===== src/rtl/mem_store_pkg.sv =====
// Shared types and helpers for the byte-serial store path of the MEM stage.
package mem_store_pkg;

  localparam logic [1:0] SZ_BYTE = 2'b00;
  localparam logic [1:0] SZ_HALF = 2'b01;
  localparam logic [1:0] SZ_WORD = 2'b10;
  localparam logic [1:0] SZ_RSVD = 2'b11;

  typedef enum logic [0:0] {
    ST_IDLE  = 1'b0,
    ST_WRITE = 1'b1
  } state_t;

  // Index of the final byte of a store; reserved size never reaches the bus.
  function automatic logic [1:0] last_of(input logic [1:0] size);
    case (size)
      SZ_BYTE: return 2'd0;
      SZ_HALF: return 2'd1;
      SZ_WORD: return 2'd3;
      default: return 2'd0;
    endcase
  endfunction

  function automatic logic [7:0] byte_lane(input logic [31:0] data, input logic [1:0] idx);
    case (idx)
      2'd0:    return data[7:0];
      2'd1:    return data[15:8];
      2'd2:    return data[23:16];
      2'd3:    return data[31:24];
      default: return data[7:0];
    endcase
  endfunction

endpackage


===== src/rtl/mem_store_if.sv =====
// Pipeline-side request and memory-bus write signals of the store path.
interface mem_store_if #(
  parameter int ADDR_W = 32
);
  logic              req_i;
  logic [1:0]        size_i;
  logic [ADDR_W-1:0] addr_i;
  logic [31:0]       data_i;
  logic              mem_gnt_i;
  logic              mem_we_o;
  logic [ADDR_W-1:0] mem_addr_o;
  logic [7:0]        mem_dout_o;
  logic              stall_o;
  logic              done_o;

  modport master (
    output req_i, size_i, addr_i, data_i, mem_gnt_i,
    input  mem_we_o, mem_addr_o, mem_dout_o, stall_o, done_o
  );

  modport slave (
    input  req_i, size_i, addr_i, data_i, mem_gnt_i,
    output mem_we_o, mem_addr_o, mem_dout_o, stall_o, done_o
  );
endinterface


===== src/rtl/mem_store.sv =====
// Turns one SB/SH/SW request into little-endian single-byte bus writes,
// stalling the pipeline until the last byte is granted.
module mem_store
  import mem_store_pkg::*;
#(
  parameter int ADDR_W = 32
) (
  input logic       clk,
  input logic       rst,
  mem_store_if.slave bus
);

  state_t            state_r;
  logic [1:0]        cnt_r;
  logic [1:0]        last_r;
  logic [ADDR_W-1:0] base_r;
  logic [31:0]       data_r;
  logic              mem_we_r;
  logic [ADDR_W-1:0] mem_addr_r;
  logic [7:0]        mem_dout_r;
  logic              done_r;
  logic [1:0]        cnt_nxt_s;

  assign cnt_nxt_s = cnt_r + 2'd1;

  // Store sequencer: accepts a request in IDLE, then steps one byte per grant.
  always_ff @(posedge clk or posedge rst) begin
    if (rst) begin
      state_r    <= ST_IDLE;
      cnt_r      <= 2'd0;
      last_r     <= 2'd0;
      base_r     <= {ADDR_W{1'b0}};
      data_r     <= 32'd0;
      mem_we_r   <= 1'b0;
      mem_addr_r <= {ADDR_W{1'b0}};
      mem_dout_r <= 8'd0;
      done_r     <= 1'b0;
    end else begin
      done_r <= 1'b0;
      case (state_r)
        ST_IDLE: begin
          if (bus.req_i) begin
            base_r <= bus.addr_i;
            data_r <= bus.data_i;
            cnt_r  <= 2'd0;
            last_r <= last_of(bus.size_i);
            // A reserved size completes at once without touching the bus.
            if (bus.size_i == SZ_RSVD) begin
              done_r <= 1'b1;
            end else begin
              mem_we_r   <= 1'b1;
              mem_addr_r <= bus.addr_i;
              mem_dout_r <= bus.data_i[7:0];
              state_r    <= ST_WRITE;
            end
          end
        end
        ST_WRITE: begin
          if (bus.mem_gnt_i) begin
            if (cnt_r != last_r) begin
              cnt_r      <= cnt_nxt_s;
              mem_addr_r <= base_r + ADDR_W'(cnt_nxt_s);
              mem_dout_r <= byte_lane(data_r, cnt_nxt_s);
            end else begin
              mem_we_r <= 1'b0;
              done_r   <= 1'b1;
              state_r  <= ST_IDLE;
            end
          end
        end
        default: begin
          mem_we_r <= 1'b0;
          state_r  <= ST_IDLE;
        end
      endcase
    end
  end

  assign bus.mem_we_o   = mem_we_r;
  assign bus.mem_addr_o = mem_addr_r;
  assign bus.mem_dout_o = mem_dout_r;
  assign bus.done_o     = done_r;
  // Stall is combinational so MEM holds the instruction from the acceptance cycle on.
  assign bus.stall_o    = ((state_r == ST_IDLE) && bus.req_i && (bus.size_i != SZ_RSVD))
                        || (state_r == ST_WRITE);

endmodule

===== src/flat_wrapper.sv =====
// flat-port wrapper written by rule: the top's interface ports become plain ports
module mem_store_flat import mem_store_pkg::*;
#(
  parameter int ADDR_W = 32
)
  (clk, rst, bus_req_i, bus_size_i, bus_addr_i, bus_data_i, bus_mem_gnt_i, bus_mem_we_o, bus_mem_addr_o, bus_mem_dout_o, bus_stall_o, bus_done_o);
  mem_store_if #(.ADDR_W(ADDR_W)) bus_i ();
  input logic clk;
  input logic rst;
  input wire logic [$bits(bus_i.req_i)-1:0] bus_req_i;
  input wire logic [$bits(bus_i.size_i)-1:0] bus_size_i;
  input wire logic [$bits(bus_i.addr_i)-1:0] bus_addr_i;
  input wire logic [$bits(bus_i.data_i)-1:0] bus_data_i;
  input wire logic [$bits(bus_i.mem_gnt_i)-1:0] bus_mem_gnt_i;
  output wire logic [$bits(bus_i.mem_we_o)-1:0] bus_mem_we_o;
  output wire logic [$bits(bus_i.mem_addr_o)-1:0] bus_mem_addr_o;
  output wire logic [$bits(bus_i.mem_dout_o)-1:0] bus_mem_dout_o;
  output wire logic [$bits(bus_i.stall_o)-1:0] bus_stall_o;
  output wire logic [$bits(bus_i.done_o)-1:0] bus_done_o;
  assign bus_i.req_i = bus_req_i;
  assign bus_i.size_i = bus_size_i;
  assign bus_i.addr_i = bus_addr_i;
  assign bus_i.data_i = bus_data_i;
  assign bus_i.mem_gnt_i = bus_mem_gnt_i;
  assign bus_mem_we_o = bus_i.mem_we_o;
  assign bus_mem_addr_o = bus_i.mem_addr_o;
  assign bus_mem_dout_o = bus_i.mem_dout_o;
  assign bus_stall_o = bus_i.stall_o;
  assign bus_done_o = bus_i.done_o;
  mem_store #(.ADDR_W(ADDR_W)) u_core (.clk(clk), .rst(rst), .bus(bus_i));
endmodule

===== config.mk =====
export PLATFORM = sky130hd
export DESIGN_NAME = mem_store_flat
export DESIGN_NICKNAME = d
export VERILOG_FILES = /design/src/rtl/mem_store_pkg.sv /design/src/rtl/mem_store_if.sv /design/src/rtl/mem_store.sv /design/src/flat_wrapper.sv
export SDC_FILE = /design/constraint.sdc
export NUM_CORES = 1
export LEC_CHECK = 0
export BUFFER_PORTS_ARGS = -buffer_cell sky130_fd_sc_hd__buf_2
export CORE_ASPECT_RATIO = 0.6
export CORE_UTILIZATION = 35
export DETAILED_ROUTE_END_ITERATION = 8
export RECOVER_POWER = 100
export SKIP_LAST_GASP = 1
export SYNTH_ARGS = -nofsm -noshare
export SYNTH_HDL_FRONTEND = slang
export SYNTH_SLANG_ARGS = --single-unit

===== constraint.sdc =====
create_clock -name clk -period 6.2 [get_ports clk]
set_input_delay 1.24 -clock clk [delete_from_list [all_inputs] [get_ports clk]]
set_output_delay 1.24 -clock clk [all_outputs]
set_load 0.1 [all_outputs]

* Yosys cells after proc, flatten, opt, wreduce, memory -nomap -nowiden
Cells that the tools add are included.
** Operators by class
- $add $sub $neg :: 2
- Eq/ne operators :: 13
- Muxes and demuxes :: 31
- Bitwise logic cells :: 1
- Reduce and logical (&&, ||, !) cells :: 8
** Operators with widths (count)
- $mux W32 :: 4
- $pmux W32 S2 :: 1
- $add A32 B2 Y32 :: 1
- $mux W8 :: 4
- $pmux W8 S4 :: 1
- $pmux W8 S2 :: 1
- $mux W1 :: 12
- $ne A2 B2 Y1 const B :: 6
- $eq A2 B2 Y1 const B :: 4
- $pmux W2 S2 :: 2
- $reduce_and A4 Y1 :: 2
- $mux W2 :: 3
- $pmux W1 S2 :: 3
- $eq A2 B1 Y1 const B :: 2
- $reduce_and A3 Y1 :: 1
- $add A2 B1 Y2 const B :: 1
- $logic_and A1 B1 Y1 :: 2
- $logic_not A2 Y1 :: 1
- $ne A2 B2 Y1 :: 1
- $reduce_and A2 Y1 :: 1
- $logic_or A1 B1 Y1 :: 1
- $not A1 Y1 :: 1
** Word-level totals
- Register bits after elaboration :: 111
- Bits of input ports :: 70
- Output and inout port bits :: 43
- Logic and storage cells :: 64

* Logic depth before layout (Yosys ltp)
Gate-level depths: netlist (run 1).
- Depth after elaboration :: 6
- Depth in mapped cells :: 9
- Mapped depth without buffers :: 8

* Worst setup path before layout (run 1)
No wires, ideal clock.
- Path kind :: input port to output port
- From :: in bus_size_i[0]
- To :: out bus_stall_o
- Data arrival time :: 2.419 ns
- Data required time :: 4.960 ns
- Setup slack :: 2.541 ns
- Cell stages on the path :: 4
- Path buffers :: 0
- Path through :: ha_1 > nor2b_1 > nor2_1 > inv_1
** Between the ends
- Cells in the longest elaborated chain, start to end :: 3
** RTL lines
- start, declared :: line flat_wrapper.sv:11 : input wire logic [$bits(bus_i.size_i)-1:0] bus_size_i;
- $ne A2 B2 Y1 :: line mem_store.sv:84 : assign bus.stall_o = ((state_r == ST_IDLE) && bus.req_i && (bus.size_i != SZ_RSVD))
- $logic_and A1 B1 Y1 :: line mem_store.sv:84
- $logic_or A1 B1 Y1 :: line mem_store.sv:85 : || (state_r == ST_WRITE);
- end, declared :: line flat_wrapper.sv:18 : output wire logic [$bits(bus_i.stall_o)-1:0] bus_stall_o;
Every way passes these cells.

* Worst setup path after layout (run 1)
- From :: reg u_core.state_r
- To :: reg u_core.data_r[9]
** Between the ends
- Cells in the longest elaborated chain, start to end :: 2
** RTL lines
- start, declared :: line mem_store.sv:13 : state_t state_r;
- start signal, assigned :: line mem_store.sv:29 : state_r <= ST_IDLE;
- start signal, assigned :: line mem_store.sv:54 : state_r <= ST_WRITE;
- start signal, assigned :: line mem_store.sv:67 : state_r <= ST_IDLE;
- $not A1 Y1 (no line)
- $reduce_and A2 Y1 (no line)
- end signal, assigned :: line mem_store.sv:44 : data_r <= bus.data_i;
- end, declared :: line mem_store.sv:17 : logic [31:0] data_r;
Every way passes these cells.
A chain may end at the register's enable or synchronous reset.

==> impl_metrics.env, run 1 <==
export IMPL_setup_tns_ns=0
export IMPL_crit_slowest_cell="clkbuf_1"
export IMPL_portBuffers=112
export IMPL_worst_pin_slew_ns=2.50
export IMPL_area_delta_synth_final_pct=17.9
export IMPL_crit_required_ns=6.42
export IMPL_core_mm2=0.0149
export IMPL_num_rows=34
export IMPL_ys_seq_area_share_pct=50.7
export IMPL_synth_seq_cells=111
export IMPL_insertion_delay_ns=0.34
export IMPL_slew_headroom_pct=-66.9
export IMPL_ys_flop_type="dfrtp_1"
export IMPL_grt_max_degree=64
export IMPL_yosys_area_top_type_share_pct=50.7
export IMPL_synth_cell_types=44
export IMPL_start_util_pct=36.8
export IMPL_worst_ep_arrival_time_ns=4.82
export IMPL_cts_tree="built"
export IMPL_drt_total_wl_mm=14.2
export IMPL_die_h_um=98.9
export IMPL_antenna_found_initial=1
export IMPL_cts_resized=0
export IMPL_min_path_cells=1
export IMPL_ios=113
export IMPL_synth_area_mm2=0.00548
export IMPL_criticalPathCategory="register to register"
export IMPL_die_x_um=163
export IMPL_max_freq_ghz=0.217
export IMPL_synth_warnings=0
export IMPL_dr_total_vias=4158
export IMPL_crit_top_cell="clkbuf_1"
export IMPL_hold_viol=0
export IMPL_grt_overflow_total=0
export IMPL_cts_setup_buffers=0
export IMPL_hold_class="register to register"
export IMPL_clock_root_buffer="clkbuf_16"
export IMPL_gp_congestion=0.814
export IMPL_cts_buffers=9
export IMPL_netlist_top_cells_area="dfrtp_1, mux2_2, nand2_1"
export IMPL_first_pass_iters=4
export IMPL_drive_gt1_share_pct=26.9
export IMPL_cpPeakStageDelay_ns=1.39
export IMPL_rsz0062_at_grt="false"
export IMPL_endpoint_kind="register"
export IMPL_clk_pin_slew_ns=0.07
export IMPL_first_global_vias=4224
export IMPL_reg2reg_depth=4
export IMPL_place_hpwl_mm=10.1
export IMPL_drc=0
export IMPL_drt_iter0_markers=261
export IMPL_vias_per_cell=5.16
export IMPL_grt_pass1_wl_mm=22.7
export IMPL_clock_sinks=111
export IMPL_h_tree_depth=3
export IMPL_setup_viol=0
export IMPL_synthCells=502
export IMPL_drtAntennaViolNets=0
export IMPL_cp_start_kind="register"
export IMPL_final_period_utilization_pct=74.2
export IMPL_syn_nets=581
export IMPL_final_net_count=681
export IMPL_yosys_area_top_type="dfrtp_1"
export IMPL_slew_violations=245
export IMPL_async_reset_ff_share_pct=100
export IMPL_die_area_mm2=0.0162
export IMPL_cts_buffer_depth=2
export IMPL_final_setup_skew_ns=0.0110
export IMPL_hold_buffers=0
export IMPL_wire_per_inst_um=17.6
export IMPL_synth_area_per_cell_um2=10.9
export IMPL_cap_violations=6
export IMPL_critPathMaxFanout=40
export IMPL_violations="capacitance limit, slew limit"
export IMPL_fin_crit_ns=4.60
export IMPL_grt_use_total_pct=18.3
export IMPL_outcome="finished with violations"
export IMPL_synth_edf_count=0
export IMPL_path_cells="clkbuf_1 -> nor2b_4 -> clkbuf_1 -> mux2_2"
-- synth_stat cells, drive strengths merged, types with 9 or more instances --
library cell / n
mux2i: 20
nor3: 11
mux2: 62
nand2: 67
clkbuf: 24
nor2: 12
nand4: 10
inv: 10
o21ai: 54
and3: 9
a21oi: 28
dfrtp: 111
xnor2: 19
xor2: 11
-- per-stage QoR --
stage	util [%]	setup slack, ns	hold slack (ns)	std cells	cell area, um2
floorplan	-	2.03	0.480	502	5480
CTS	43.9	2.42	0.482	805	6530
finish	43.4	1.60	0.483	806	6460
global route	43.4	1.30	0.502	805	6460
detailed placement	41.8	2.42	0.465	789	6220
global placement	41.8	2.41	0.457	789	6220
-- worst paths after layout --
check	startpoint	endpoint	slack [ns]
worst max-delay path	u_core.state_r	u_core.data_r[9]	1.60
worst min-delay path	u_core.bus.mem_addr_o[10]	u_core.bus.mem_addr_o[10]	0.48
worst max register to register	u_core.state_r	u_core.data_r[9]	1.60
worst min register to register	u_core.bus.mem_addr_o[10]	u_core.bus.mem_addr_o[10]	0.48
max in group asynchronous	rst	u_core.state_r	2.26
min in group asynchronous	rst	u_core.base_r[24]	1.48
-- per-layer routing --
layer | track usage, % | vias to the layer above | part of all wire (%)
met3 | 4.25 | 8 | 7.1
met5 | 0 | - | 0
met2 | 26.7 | 119 | 42
met1 | 27.8 | 2052 | 51
li1 | - | 1979 | -
met4 | 2.99 | 0 | 0.48
-- critical path: cells and delay by family, from the launching register on --
family | cells | cell delay (ns)
flip-flops | 1 | 0.40
multiplexers | 1 | 0.45
buffers and inverters | 2 | 2.32
AND/OR/NAND/NOR | 1 | 1.29
-- cells by family (layout without fill, tap and decap cells) --
kind of cell	count (synthesis)	in the layout	share of synthesized area, %
other cells	0	1	0
simple gates	132	132	12.7
flops	111	111	50.7
mux	82	82	16.4
fa+ha+maj	9	9	2.19
compound gates	100	100	10.4
buf+inv	38	143	2.79
xor+xnor	30	30	4.80
-- state kept, by name, indices dropped and copies added, names as in the netlist --
signal and flops:
u_core.data_r 32, u_core.bus.done_o 1, u_core.last_r 2, u_core.state_r 1, u_core.cnt_r 2, u_core.bus.mem_dout_o 8, u_core.bus.mem_we_o 1, u_core.bus.mem_addr_o 32
u_core.base_r 32
-- cells in the final DEF (no fill, tap or decap), drive strengths merged, types with 2 or more instances in the layout --
| cell | instances |
|---|---|
| dfrtp | 111 |
| buf | 70 |
| nand2 | 67 |
| mux2 | 62 |
| clkbuf | 57 |
| o21ai | 54 |
| a21oi | 28 |
| mux2i | 20 |
| xnor2 | 19 |
| inv | 13 |
| nor2 | 12 |
| xor2 | 11 |
| nor3 | 11 |
| nand4 | 10 |
| and3 | 9 |
| nand3 | 8 |
| a222oi | 8 |
| ha | 8 |
| and4 | 3 |
| nor4 | 3 |
| a21o | 2 |
| nand2b | 2 |
| and2 | 2 |
| nor2b | 2 |
-- layout make-up --
cell class / count / area [um2]
well taps: 198 / 248
multi-input cells: 353 / 2550
repair buffers: 117 / 531
clock buffers: 10 / 239
flip-flops and latches: 111 / 2780
inverters: 10 / 38.8
diodes: 1 / 2.50
fillers: 1460 / 8430
clock inverters: 6 / 73.8
Power of run 1 is not shown: default switching activity piles up to over one toggle a cycle in this logic, so the estimate is an artifact.
==> run 2: changes to the inputs <==
clock period = 3.81 ns   (was 6.2 ns; I/O delays follow)
==> impl_metrics.env, run 2 (same netlist as run 1, synthesis figures left out) <==
export IMPL_worst_pin_slew_ns=1.78
export IMPL_hold_buffers=0
export IMPL_fin_crit_ns=3.02
export IMPL_first_global_vias=4062
export IMPL_die_h_um=98.9
export IMPL_crit_slowest_cell="or4_1"
export IMPL_slew_violations=32
export IMPL_drive_gt1_share_pct=25.8
export IMPL_portBuffers=112
export IMPL_clock_root_buffer="clkbuf_16"
export IMPL_cts_buffer_depth=2
export IMPL_vias_per_cell=5.04
export IMPL_cts_buffers=9
export IMPL_cts_tree="built"
export IMPL_dr_total_vias=4061
export IMPL_crit_required_ns=4.02
export IMPL_cp_start_kind="register"
export IMPL_area_delta_synth_final_pct=16.5
export IMPL_die_area_mm2=0.0162
export IMPL_final_period_utilization_pct=79.3
export IMPL_endpoint_kind="register"
export IMPL_core_mm2=0.0149
export IMPL_wire_per_inst_um=17.1
export IMPL_cts_resized=0
export IMPL_clock_sinks=111
export IMPL_path_buf_inv=1
export IMPL_critPathMaxFanout=12
export IMPL_start_util_pct=36.8
export IMPL_final_setup_skew_ns=0.00704
export IMPL_grt_use_total_pct=18.0
export IMPL_h_tree_depth=3
export IMPL_path_cells="inv_1 -> ha_1 -> ha_1 -> a21oi_1 -> or4_1 -> nor4b_1 -> xnor2_1 -> o21ai_1"
export IMPL_cp_top_family="simple AND/OR/NAND/NOR gates"
export IMPL_first_pass_iters=5
export IMPL_hold_viol=0
export IMPL_final_cell_mix="dfrtp_1, buf_2, nand2_1"
export IMPL_drtAntennaViolNets=0
export IMPL_drt_total_wl_mm=13.8
export IMPL_setup_tns_ns=0
export IMPL_layout_commonest_cell="dfrtp_1"
export IMPL_gp_congestion=0.796
export IMPL_max_freq_ghz=0.331
export IMPL_setup_viol=0
export IMPL_rsz0062_at_grt="false"
export IMPL_slew_headroom_pct=-18.6
export IMPL_outcome="finished with violations"
export IMPL_grt_overflow_total=0
export IMPL_drt_iter0_markers=288
export IMPL_worst_ep_arrival_time_ns=3.23
export IMPL_die_x_um=163
export IMPL_insertion_delay_ns=0.35
export IMPL_ios=113
export IMPL_final_net_count=682
export IMPL_grt_pass1_wl_mm=22.1
export IMPL_cts_setup_buffers=0
export IMPL_cap_violations=1
export IMPL_place_hpwl_mm=9.89
export IMPL_violations="capacitance limit, slew limit"
export IMPL_clk_pin_slew_ns=0.07
export IMPL_grt_max_degree=112
export IMPL_hold_class="register to register"
export IMPL_crit_top_cell="ha_1"
export IMPL_antenna_found_initial=0
export IMPL_cpPeakStageDelay_ns=0.78
export IMPL_criticalPathCategory="register to register"
export IMPL_drc=0
export IMPL_num_rows=34
export IMPL_antenna_cells=0
[run 2: cell types whose count changed in the layout (fill, tap and decap cells not counted), sizes merged]
cell,delta
buf,+3
clkinvlp,+3
inv,-3
clkbuf,-2
bufinv,-1
clkinv,+1
diode,-1
[run 2: per-layer routing]
| metal | vias to the layer above | GRT usage, % | share of wire (%) |
|---|---|---|---|
| li1 | 1977 | - | - |
| met1 | 1954 | 27.5 | 53 |
| met2 | 118 | 25.4 | 40 |
| met3 | 12 | 4.34 | 6.4 |
| met4 | 0 | 3.70 | 0.74 |
| met5 | - | 0 | 0 |
[run 2: per-stage QoR]
stage	hold WS [ns]	setup WS, ns	cell area (um2)	cells	utilization, %
2_1_floorplan	0.480	0.117	5480	502	-
3_3_place_gp	0.458	1.09	6240	790	41.9
3_5_place_dp	0.466	1.05	6240	790	41.9
4_1_cts	0.482	0.861	6520	806	43.8
5_1_grt	0.518	0.647	6380	806	42.9
6_report	0.478	0.790	6380	806	42.9
[run 2: cell type report]
class,instances,area [um2]
Fill cell,1466,8510
Sequential cell,111,2780
Multi-Input combinational cell,353,2480
Timing Repair Buffer,118,556
Tap cell,198,248
Clock buffer,10,239
Clock inverter,6,45.0
Inverter,10,38.8
[run 2: worst reg2reg max path: stages, from the launching register on]
cell and delay (ns):
dfrtp_1 0.43, inv_1 0.15, ha_1 0.40, ha_1 0.31, a21oi_1 0.12, or4_1 0.78, nor4b_1 0.47, xnor2_1 0.16
o21ai_1 0.07
[run 2: worst paths after layout]
kind                                     startpoint                        end  slack (ns)  depth (start not counted)
max                                 u_core.cnt_r[0]  u_core.bus.mem_addr_o[31]        0.79                          8
min                        u_core.bus.mem_dout_o[7]   u_core.bus.mem_dout_o[7]        0.48                          2
max reg2reg                         u_core.cnt_r[0]  u_core.bus.mem_addr_o[31]        0.79                          8
min reg2reg                u_core.bus.mem_dout_o[7]   u_core.bus.mem_dout_o[7]        0.48                          2
max in group asynchronous                       rst             u_core.state_r        2.74                          3
min in group asynchronous                       rst          u_core.data_r[22]        0.59                          3
Power of run 2 is left out for the same reason.
==> run 3: changes to the inputs <==
clock period = 2.82 ns   (was 3.81 ns; I/O delays follow)
==> impl_metrics.env, run 3 (same netlist as run 1, synthesis figures left out) <==
export IMPL_outcome="completed"
export IMPL_place_hpwl_mm=9.98
export IMPL_rsz0062_at_grt="false"
export IMPL_cts_buffers=9
export IMPL_first_pass_iters=4
export IMPL_start_util_pct=36.8
export IMPL_grt_pass1_wl_mm=23.1
export IMPL_cts_resized=0
export IMPL_drive_gt1_share_pct=26.5
export IMPL_area_delta_synth_final_pct=17.6
export IMPL_max_freq_ghz=0.387
export IMPL_grt_use_total_pct=18.5
export IMPL_drc=0
export IMPL_drt_total_wl_mm=14.0
export IMPL_fin_crit_ns=2.59
export IMPL_setup_viol=0
export IMPL_seq_area_mm2=0.00278
export IMPL_ios=113
export IMPL_crit_required_ns=3.05
export IMPL_setup_tns_ns=0
export IMPL_die_area_mm2=0.0162
export IMPL_path_cells="inv_1 -> ha_1 -> ha_1 -> a21oi_1 -> or4_4 -> nor4b_2 -> xnor2_1 -> o21ai_0"
export IMPL_h_tree_depth=3
export IMPL_use_met2_pct=26.8
export IMPL_multi_input_area_mm2=0.00249
export IMPL_cts_buffer_depth=2
export IMPL_num_rows=34
export IMPL_cpPeakStageDelay_ns=0.60
export IMPL_grt_overflow_total=0
export IMPL_die_x_um=163
export IMPL_cts_setup_buffers=0
export IMPL_final_period_utilization_pct=91.7
export IMPL_drt_iter0_markers=237
export IMPL_worst_pin_slew_ns=1.35
export IMPL_hold_buffers=0
export IMPL_fin_cells=810
export IMPL_insertion_delay_ns=0.35
export IMPL_clock_sinks=111
export IMPL_cts_tree="built"
export IMPL_final_setup_skew_ns=0.0103
export IMPL_clk_pin_slew_ns=0.08
export IMPL_worst_ep_arrival_time_ns=2.82
export IMPL_antenna_found_initial=1
export IMPL_vias_per_cell=5.03
export IMPL_critPathMaxFanout=12
export IMPL_use_met3_pct=3.91
export IMPL_gp_congestion=0.833
export IMPL_holdWs_ns=0.282
export IMPL_final_cell_mix="dfrtp_1, buf_2, nand2_1"
export IMPL_clock_root_buffer="clkbuf_16"
export IMPL_portBuffers=112
export IMPL_crit_top_cell="ha_1"
export IMPL_core_mm2=0.0149
export IMPL_cap_violations=0
export IMPL_wire_per_inst_um=17.3
export IMPL_die_h_um=98.9
export IMPL_antenna_cells=0
export IMPL_criticalPathCategory="register to register"
export IMPL_crit_slowest_cell="or4_4"
export IMPL_grt_max_degree=97
export IMPL_cp_start_kind="register"
export IMPL_dp_cells=794
export IMPL_drtAntennaViolNets=0
export IMPL_slew_violations=0
export IMPL_final_net_count=686
export IMPL_layout_commonest_cell="dfrtp_1"
export IMPL_slew_headroom_pct=10.2
export IMPL_fill_cells=1460
export IMPL_use_met1_pct=28.6
export IMPL_hold_class="input pin to asynchronous set/reset pin"
export IMPL_hold_viol=0
export IMPL_dr_total_vias=4077
export IMPL_endpoint_kind="register"
export IMPL_first_global_vias=4312
export IMPL_grt_busiest_layer="met1"
## run 3: changes by cell type in the layout (fill, tap and decap cells not counted), sizes merged
cell | previous run | this run
buf | 73 | 74
bufinv | 0 | 1
clkbuf | 55 | 57
clkinvlp | 4 | 1
inv | 10 | 13
## run 3: final cells by class
class                   instances  area share, %
clock buffers                   9           3.50
clock inverters                 7           1.20
inverters                      10          0.602
multi-input cells             353           38.7
flip-flops and latches        111           43.1
well taps                     198           3.85
repair buffers                122           9.05
## run 3: critical path, delay by kind of cell (launching register included)
kind	cells	cell delay [ns]
and+or+nand+nor	2	0.93
adders and majority gates	2	0.67
DFF	1	0.41
AOI/OAI and AO/OA	2	0.16
xor gates and xnor gates	1	0.15
buffers and inverters	1	0.12
## run 3: routing by layer
metal | vias to the layer above | wire length, um
met4 | 0 | 79
met1 | 1994 | 7410
li1 | 1988 | -
met5 | - | 0
met2 | 87 | 5780
met3 | 8 | 780
## run 3: final timing paths
check,startpoint,end,slack [ns],cells after the start
max in group asynchronous,rst,u_core.bus.mem_addr_o[25],0.76,3
worst min-delay path,rst,u_core.bus.mem_addr_o[3],0.28,2
worst max-delay path,u_core.cnt_r[0],u_core.bus.mem_addr_o[31],0.23,8
min in group clk,bus_data_i[20],u_core.data_r[20],0.43,2
worst min register to register,u_core.bus.mem_dout_o[4],u_core.bus.mem_dout_o[4],0.48,2
worst max register to register,u_core.cnt_r[0],u_core.bus.mem_addr_o[31],0.23,8
## run 3: through the flow
step | util, % | area [um2] | setup WS [ns]
global route | 43.3 | 6440 | 0.0254
CTS | 44.3 | 6600 | 0.195
detailed placement | 42.3 | 6300 | 0.214
floorplan | - | 5480 | 0.453
finish | 43.3 | 6440 | 0.233
global placement | 42.3 | 6300 | 0.290
Power of run 3 is left out for the same reason.
